## config.mk

```make
export PLATFORM = sky130hd
export DESIGN_NAME = exu_mc_flat
export DESIGN_NICKNAME = d
export VERILOG_FILES = /design/src/rtl/exu_mc_if.sv /design/src/rtl/exu_mc.sv /design/src/flat_wrapper.sv
export SDC_FILE = /design/constraint.sdc
export NUM_CORES = 2
export LEC_CHECK = 0
export ABC_AREA = 1
export CAP_MARGIN = 20
export CORE_MARGIN = 5
export CORE_UTILIZATION = 40
export CTS_CLUSTER_SIZE = 8
export DETAILED_ROUTE_END_ITERATION = 6
export GPL_TIMING_DRIVEN = 0
export PLACE_DENSITY = 0.61
export SKIP_LAST_GASP = 1
export SYNTH_ARGS = -nofsm -noshare
export SYNTH_HDL_FRONTEND = slang
export SYNTH_SLANG_ARGS = --single-unit
```

## constraint.sdc

```tcl
create_clock -name clk -period 4.3 [get_ports clk]
set_input_delay 0.645 -clock clk [delete_from_list [all_inputs] [get_ports clk]]
set_output_delay 0.645 -clock clk [all_outputs]
set_load 0.005 [all_outputs]
```

## src/rtl/exu_mc_if.sv

```systemverilog
// exu_mc_if: valid/ready bundle carrying one op into exu_mc and its result out
//   master : upstream/downstream side (IDU drives the op, LSU/WBU drives out_ready)
//   slave  : exu_mc side
//   issue  : in_valid/in_ready, alu_op, md_en, md_op, rs1, rs2, pc, imm, alu_sel_left, alu_sel_right
//   result : out_valid/out_ready, result, zero_flag
interface exu_mc_if #(parameter int WIDTH = 32);
    logic in_valid, in_ready, md_en, alu_sel_left, out_valid, out_ready, zero_flag;
    logic [3:0] alu_op;
    logic [2:0] md_op;
    logic [1:0] alu_sel_right;
    logic [WIDTH-1:0] rs1, rs2, pc, imm, result;
    modport master(
        output in_valid, alu_op, md_en, md_op, rs1, rs2, pc, imm, alu_sel_left, alu_sel_right, out_ready,
        input in_ready, out_valid, result, zero_flag
    );
    modport slave(
        input in_valid, alu_op, md_en, md_op, rs1, rs2, pc, imm, alu_sel_left, alu_sel_right, out_ready,
        output in_ready, out_valid, result, zero_flag
    );
endinterface

```

## src/rtl/exu_mc.sv

```systemverilog
// exu_mc: multi-cycle execute unit, ALU in one cycle plus iterative RV32M mul/div
//   clk, rst : clock, asynchronous active-high reset
//   flush    : synchronous kill of the in-flight op
//   busy     : state != IDLE
//   bus      : exu_mc_if.slave, op in / registered result out
// ALU encoding (alu_op): 0000 add, 1000 sub, 0001 sll, 0010 slt, 0011 sltu,
//   0100 xor, 0101 srl, 1101 sra, 0110 or, 0111 and; anything else adds.
module exu_mc #(
    parameter int WIDTH = 32,
    parameter bit FAST_MUL = 1'b0
) (
    input  logic clk,
    input  logic rst,
    input  logic flush,
    output logic busy,
    exu_mc_if.slave bus
);
    localparam int CW = $clog2(WIDTH + 1);
    localparam int SW = $clog2(WIDTH);
    localparam int DW = 2 * WIDTH;
    localparam logic [WIDTH-1:0] MIN = {1'b1, {(WIDTH-1){1'b0}}};
    typedef enum logic [1:0] {IDLE, CALC, DONE} state_t;
    state_t state, state_n;
    logic [CW-1:0] cnt;
    logic [2:0] op;
    logic neg, sa, sb, neg_in, dz, ovf, one, acc, last;
    logic [WIDTH-1:0] hi, lo, dvs, hi_n, lo_n, left, right, alu, ma, mb, q, fin, quick, res_n;
    logic [WIDTH:0] madd, rem_sh, dif;
    logic [DW-1:0] fp, fpn, pn;
    assign bus.in_ready = state == IDLE || (state == DONE && bus.out_ready);
    assign bus.out_valid = state == DONE;
    assign busy = state != IDLE;
    assign acc = bus.in_valid && bus.in_ready && !flush;
    assign last = state == CALC && cnt == CW'(1) && !flush;
    always_comb begin
        left = bus.alu_sel_left ? bus.pc : bus.rs1;
        right = bus.alu_sel_right == 2'b00 ? bus.rs2 : bus.alu_sel_right == 2'b10 ? WIDTH'(4) : bus.imm;
        alu = left + right;
        case (bus.alu_op)
            4'b1000: alu = left - right;
            4'b0001: alu = left << right[SW-1:0];
            4'b0010: alu = WIDTH'($signed(left) < $signed(right));
            4'b0011: alu = WIDTH'(left < right);
            4'b0100: alu = left ^ right;
            4'b0101: alu = left >> right[SW-1:0];
            4'b1101: alu = $signed(left) >>> right[SW-1:0];
            4'b0110: alu = left | right;
            4'b0111: alu = left & right;
            default: alu = left + right;
        endcase
    end
    // Operand magnitudes and the sign the final result needs (REM follows the dividend).
    always_comb begin
        sa = bus.rs1[WIDTH-1] && (bus.md_op == 3'd1 || bus.md_op == 3'd2 || (bus.md_op[2] && !bus.md_op[0]));
        sb = bus.rs2[WIDTH-1] && (bus.md_op == 3'd1 || (bus.md_op[2] && !bus.md_op[0]));
        neg_in = bus.md_op == 3'd6 ? sa : sa ^ sb;
        ma = sa ? -bus.rs1 : bus.rs1;
        mb = sb ? -bus.rs2 : bus.rs2;
        dz = bus.rs2 == '0;
        ovf = !bus.md_op[0] && bus.rs1 == MIN && &bus.rs2;
        fp = DW'(ma) * DW'(mb);
        fpn = neg_in ? -fp : fp;
        one = !bus.md_en || (bus.md_op[2] ? dz || ovf : FAST_MUL);
        quick = !bus.md_en ? alu
              : !bus.md_op[2] ? (bus.md_op[1:0] == 2'd0 ? fpn[WIDTH-1:0] : fpn[DW-1:WIDTH])
              : dz ? (bus.md_op[1] ? bus.rs1 : '1)
              : (bus.md_op[1] ? '0 : MIN);
    end
    // One radix-2 step: shift-add multiply on {hi,lo}, or restoring divide with
    // hi as partial remainder and lo shifting dividend bits out / quotient bits in.
    always_comb begin
        madd = {1'b0, hi} + (lo[0] ? {1'b0, dvs} : '0);
        rem_sh = {hi, lo[WIDTH-1]};
        dif = rem_sh - {1'b0, dvs};
        hi_n = op[2] ? (dif[WIDTH] ? rem_sh[WIDTH-1:0] : dif[WIDTH-1:0]) : madd[WIDTH:1];
        lo_n = op[2] ? {lo[WIDTH-2:0], !dif[WIDTH]} : {madd[0], lo[WIDTH-1:1]};
        pn = neg ? -{hi_n, lo_n} : {hi_n, lo_n};
        q = op[1] ? hi_n : lo_n;
        fin = op[2] ? (neg ? -q : q) : (op[1:0] == 2'd0 ? pn[WIDTH-1:0] : pn[DW-1:WIDTH]);
        res_n = last ? fin : quick;
    end
    always_comb begin
        state_n = state;
        if (flush) state_n = IDLE;
        else if (acc) state_n = one ? DONE : CALC;
        else if (last) state_n = DONE;
        else if (state == DONE && bus.out_ready) state_n = IDLE;
    end
    always_ff @(posedge clk or posedge rst)
        if (rst) state <= IDLE;
        else state <= state_n;
    always_ff @(posedge clk or posedge rst)
        if (rst) begin
            bus.result <= '0;
            bus.zero_flag <= 1'b0;
            cnt <= '0;
            op <= '0;
            neg <= 1'b0;
            hi <= '0;
            lo <= '0;
            dvs <= '0;
        end else begin
            if ((acc && one) || last) begin
                bus.result <= res_n;
                bus.zero_flag <= res_n == '0;
            end
            if (acc) begin
                op <= bus.md_op;
                neg <= neg_in;
                hi <= '0;
                lo <= bus.md_op[2] ? ma : mb;
                dvs <= bus.md_op[2] ? mb : ma;
                cnt <= one ? '0 : CW'(WIDTH);
            end else if (state == CALC) begin
                hi <= hi_n;
                lo <= lo_n;
                cnt <= flush ? '0 : cnt - 1'b1;
            end
        end
endmodule

```

## src/flat_wrapper.sv

```systemverilog
// flat-port wrapper written by rule: the top's interface ports become plain ports
module exu_mc_flat 
#(
    parameter int WIDTH = 32,
    parameter bit FAST_MUL = 1'b0
)
  (clk, rst, flush, busy, bus_in_valid, bus_alu_op, bus_md_en, bus_md_op, bus_rs1, bus_rs2, bus_pc, bus_imm, bus_alu_sel_left, bus_alu_sel_right, bus_out_ready, bus_in_ready, bus_out_valid, bus_result, bus_zero_flag);
  exu_mc_if #(.WIDTH(WIDTH)) bus_i ();
  input  logic clk;
  input  logic rst;
  input  logic flush;
  output logic busy;
  input wire logic [$bits(bus_i.in_valid)-1:0] bus_in_valid;
  input wire logic [$bits(bus_i.alu_op)-1:0] bus_alu_op;
  input wire logic [$bits(bus_i.md_en)-1:0] bus_md_en;
  input wire logic [$bits(bus_i.md_op)-1:0] bus_md_op;
  input wire logic [$bits(bus_i.rs1)-1:0] bus_rs1;
  input wire logic [$bits(bus_i.rs2)-1:0] bus_rs2;
  input wire logic [$bits(bus_i.pc)-1:0] bus_pc;
  input wire logic [$bits(bus_i.imm)-1:0] bus_imm;
  input wire logic [$bits(bus_i.alu_sel_left)-1:0] bus_alu_sel_left;
  input wire logic [$bits(bus_i.alu_sel_right)-1:0] bus_alu_sel_right;
  input wire logic [$bits(bus_i.out_ready)-1:0] bus_out_ready;
  output wire logic [$bits(bus_i.in_ready)-1:0] bus_in_ready;
  output wire logic [$bits(bus_i.out_valid)-1:0] bus_out_valid;
  output wire logic [$bits(bus_i.result)-1:0] bus_result;
  output wire logic [$bits(bus_i.zero_flag)-1:0] bus_zero_flag;
  assign bus_i.in_valid = bus_in_valid;
  assign bus_i.alu_op = bus_alu_op;
  assign bus_i.md_en = bus_md_en;
  assign bus_i.md_op = bus_md_op;
  assign bus_i.rs1 = bus_rs1;
  assign bus_i.rs2 = bus_rs2;
  assign bus_i.pc = bus_pc;
  assign bus_i.imm = bus_imm;
  assign bus_i.alu_sel_left = bus_alu_sel_left;
  assign bus_i.alu_sel_right = bus_alu_sel_right;
  assign bus_i.out_ready = bus_out_ready;
  assign bus_in_ready = bus_i.in_ready;
  assign bus_out_valid = bus_i.out_valid;
  assign bus_result = bus_i.result;
  assign bus_zero_flag = bus_i.zero_flag;
  exu_mc #(.WIDTH(WIDTH), .FAST_MUL(FAST_MUL)) u_core (.clk(clk), .rst(rst), .flush(flush), .busy(busy), .bus(bus_i));
endmodule
```

==> flow_summary.json <==
{
  "grt_pass1_vias": 73610,
  "drtIter0Drc": 9670,
  "rows": 148,
  "hold_ws_ps": 493.2,
  "fin_ws_ps": -6718,
  "ys_seq_elements": 141,
  "timing.rr.start": "u_core.lo[31]",
  "cts_buffers": 17,
  "worstMarginPinSlew_ps": 1186,
  "ff_latch_area_um2": 3528,
  "cp.required_ps": 4690,
  "drv_slew": 0,
  "start_util": 0.4022,
  "area.growth.synth_to_final_pct": 18.43,
  "async_reset_ff_frac": 1.000,
  "critPathMaxStageDelay_ps": 600,
  "avgSynthCellArea_um2": 6.284,
  "grt_pass1_wl_mm": 540.4,
  "setup_viol": 33,
  "rsz0062_at_grt": "true",
  "critPathMaxFanout": 10,
  "fin_util": 0.4764,
  "worstSetupEndpointType": "flip-flop",
  "synth_cell_types": 74,
  "route.detailed.drc": 16,
  "ios": 180,
  "multi_input_area_um2": 55900,
  "timing.fmax_ghz": 0.09076,
  "critPathKind": "primary input to flip-flop",
  "stdcell_count": 13030,
  "slew_headroom": 0.2069,
  "r2r_end": "u_core.bus.zero_flag",
  "fin_skew_ps": 15.98,
  "fin_crit_ps": 11020,
  "maxCapViolations": 0,
  "core_um2": 162600,
  "overflow": 0,
  "cp-start-kind": "primary input",
  "die_h_um": 414.4,
  "crit_path_start": "bus_rs2[1]",
  "clkTransAtPathRegs_ps": 70,
  "dieArea_um2": 171700,
  "place_inst": 12820,
  "syn_area_um2": 65400,
  "clock-sinks": 141,
  "crit_family": "adder cells",
  "violations": "design-rule violations, negative setup slack",
  "place.gp.congestion": 1.115,
  "fillers": 17260,
  "totalWireLength_mm": 391.8,
  "ant_nets": 0,
  "hp-class": "flip-flop to flip-flop",
  "root_buffer": "clkbuf_16",
  "dr.pass1.iters": 7,
  "wl_per_cell_um": 30.07,
  "viasPerCell": 5.808,
  "num_vias": 75680,
  "cp_num_cells": 56,
  "synthCells": 10410,
  "syn-num-nets": 11880,
  "cts_tree": "yes",
  "status": "finished with violations",
  "hpwl_mm": 327.9,
  "ys_seq_area_frac": 0.05395,
  "reg2reg_setup_slack_ps": -1880,
  "critPathArrivalTime_ps": 11410,
  "period_share": 2.562,
  "yosys_warnings": 0,
  "clk_latency_ps": 490,
  "synth_ff_type": "dfrtp_1",
  "cp_slowest_cell": "fa_1",
  "r2r_cells": 38,
  "finalHoldViolations": 0,
  "nets": 12300,
  "grt_max_degree": 44,
  "drive_above_1_share": 0.1220,
  "h-tree-depth": 4,
  "antenna_found_initial": 16,
  "cp.buffers_inverters": 12,
  "cts_buffer_depth": 2,
  "die_x_um": 414.4,
  "io_buffers": 175,
  "synth_edf_count": 0,
  "grt_usage": 0.4382,
  "crit_end": "u_core.bus.zero_flag"
}
-- worst min-delay path, cell delays in order, from the launching register on --
cell	delay [ps]
dfrtp_1	350
nand2_1	70
o21ai_2	50
-- routing by layer --
metal  vias to the layer above  part of all wire  GRT usage
met4                        32             0.089     0.2971
met3                      1355              0.13     0.1734
li1                      32790                 -          -
met2                      5144              0.41     0.6420
met1                     36360              0.36     0.5245
met5                         -            0.0034    0.05251
-- registers in the layout, summed over array words and instances (netlist names) --
name	cells
u_core.bus.zero_flag	1
u_core.dvs	32
u_core.op	3
u_core.hi	32
u_core.lo	32
u_core.cnt	6
u_core.state	2
u_core.neg	1
u_core.bus.result	32
-- cells in the final DEF (no fill, tap or decap), types with 55 or more instances in the layout --
master,n
clkdlybuf4s50_1,127
dfrtp_1,141
inv_1,1945
o21ai_0,417
nand2_1,2747
nand2_4,93
clkbuf_1,171
inv_2,65
nand4_1,82
nor2_4,69
o22ai_1,75
fa_1,857
nand2_2,189
nand3_1,544
xor2_1,55
nor2_1,1053
a21oi_1,348
nor2_2,81
buf_4,164
ha_1,399
-- layout make-up --
class / instances / area share
multi-input combinational: 7792 / 0.7217
sequential: 141 / 0.04556
inverter: 2066 / 0.1025
buffer: 405 / 0.03203
timing repair inverter: 1 / 0.0001131
antenna: 15 / 0.0004846
clock buffer: 19 / 0.005719
timing repair buffer: 404 / 0.05442
tap: 2175 / 0.03514
clock inverter: 13 / 0.002310
-- synth_stat cells, drive strengths merged, types with 48 or more instances --
library cell	n	area share
nand4	83	0.0080
nand3	599	0.047
xor2	71	0.0095
o22ai	77	0.0075
fa	900	0.28
dfrtp	141	0.054
o221ai	48	0.0064
clkbuf	313	0.018
o21ai	485	0.037
ha	432	0.083
inv	2041	0.12
nor3	69	0.0061
a21oi	396	0.031
nand2	3036	0.18
buf	95	0.0073
nor2	1204	0.070
o21a	51	0.0059
-- per-stage QoR --
step	instance area (µm²)	TNS, ps	setup WS [ps]
after floorplan	65890	-155160	-5072
after global placement	70360	-436300	-11790
after detailed placement	71340	-384680	-10780
after CTS	74430	-204760	-6565
after global routing	77420	-211010	-6851
final	77450	-205670	-6718
-- worst min-delay path by stage --
stage	from	depth (start not counted)	slack (ps)	endpoint
2_1_floorplan	u_core.lo[2]	2	450	u_core.lo[2]
3_3_place_gp	u_core.lo[2]	2	470	u_core.lo[2]
3_5_place_dp	u_core.lo[2]	2	480	u_core.lo[2]
4_1_cts	u_core.lo[2]	2	490	u_core.lo[2]
5_1_grt	u_core.bus.zero_flag	2	510	u_core.bus.zero_flag
6_report	u_core.bus.result[8]	2	490	u_core.bus.result[8]
-- cell families after synthesis --
logic type	count (synthesis)	share of synthesized area
mux	9	0.001378
simple gates	5100	0.3190
fa+ha+maj	1332	0.3581
buf+inv	2474	0.1439
flops	141	0.05395
compound gates	1264	0.1120
xor+xnor	87	0.01165
-- what timing repair did --
item / CTS / global route
hold buffers: 0 / 0
setup endpoints to repair: 76 / 35
gates resized for setup: 697 / 706
gates cloned: 0 / 2
pin swaps: 88 / 280
buffers inserted: 69 / 98
Power is left out: the tool's default activity adds up to more than one toggle a clock period on the data nets, which glitch-free logic cannot reach.
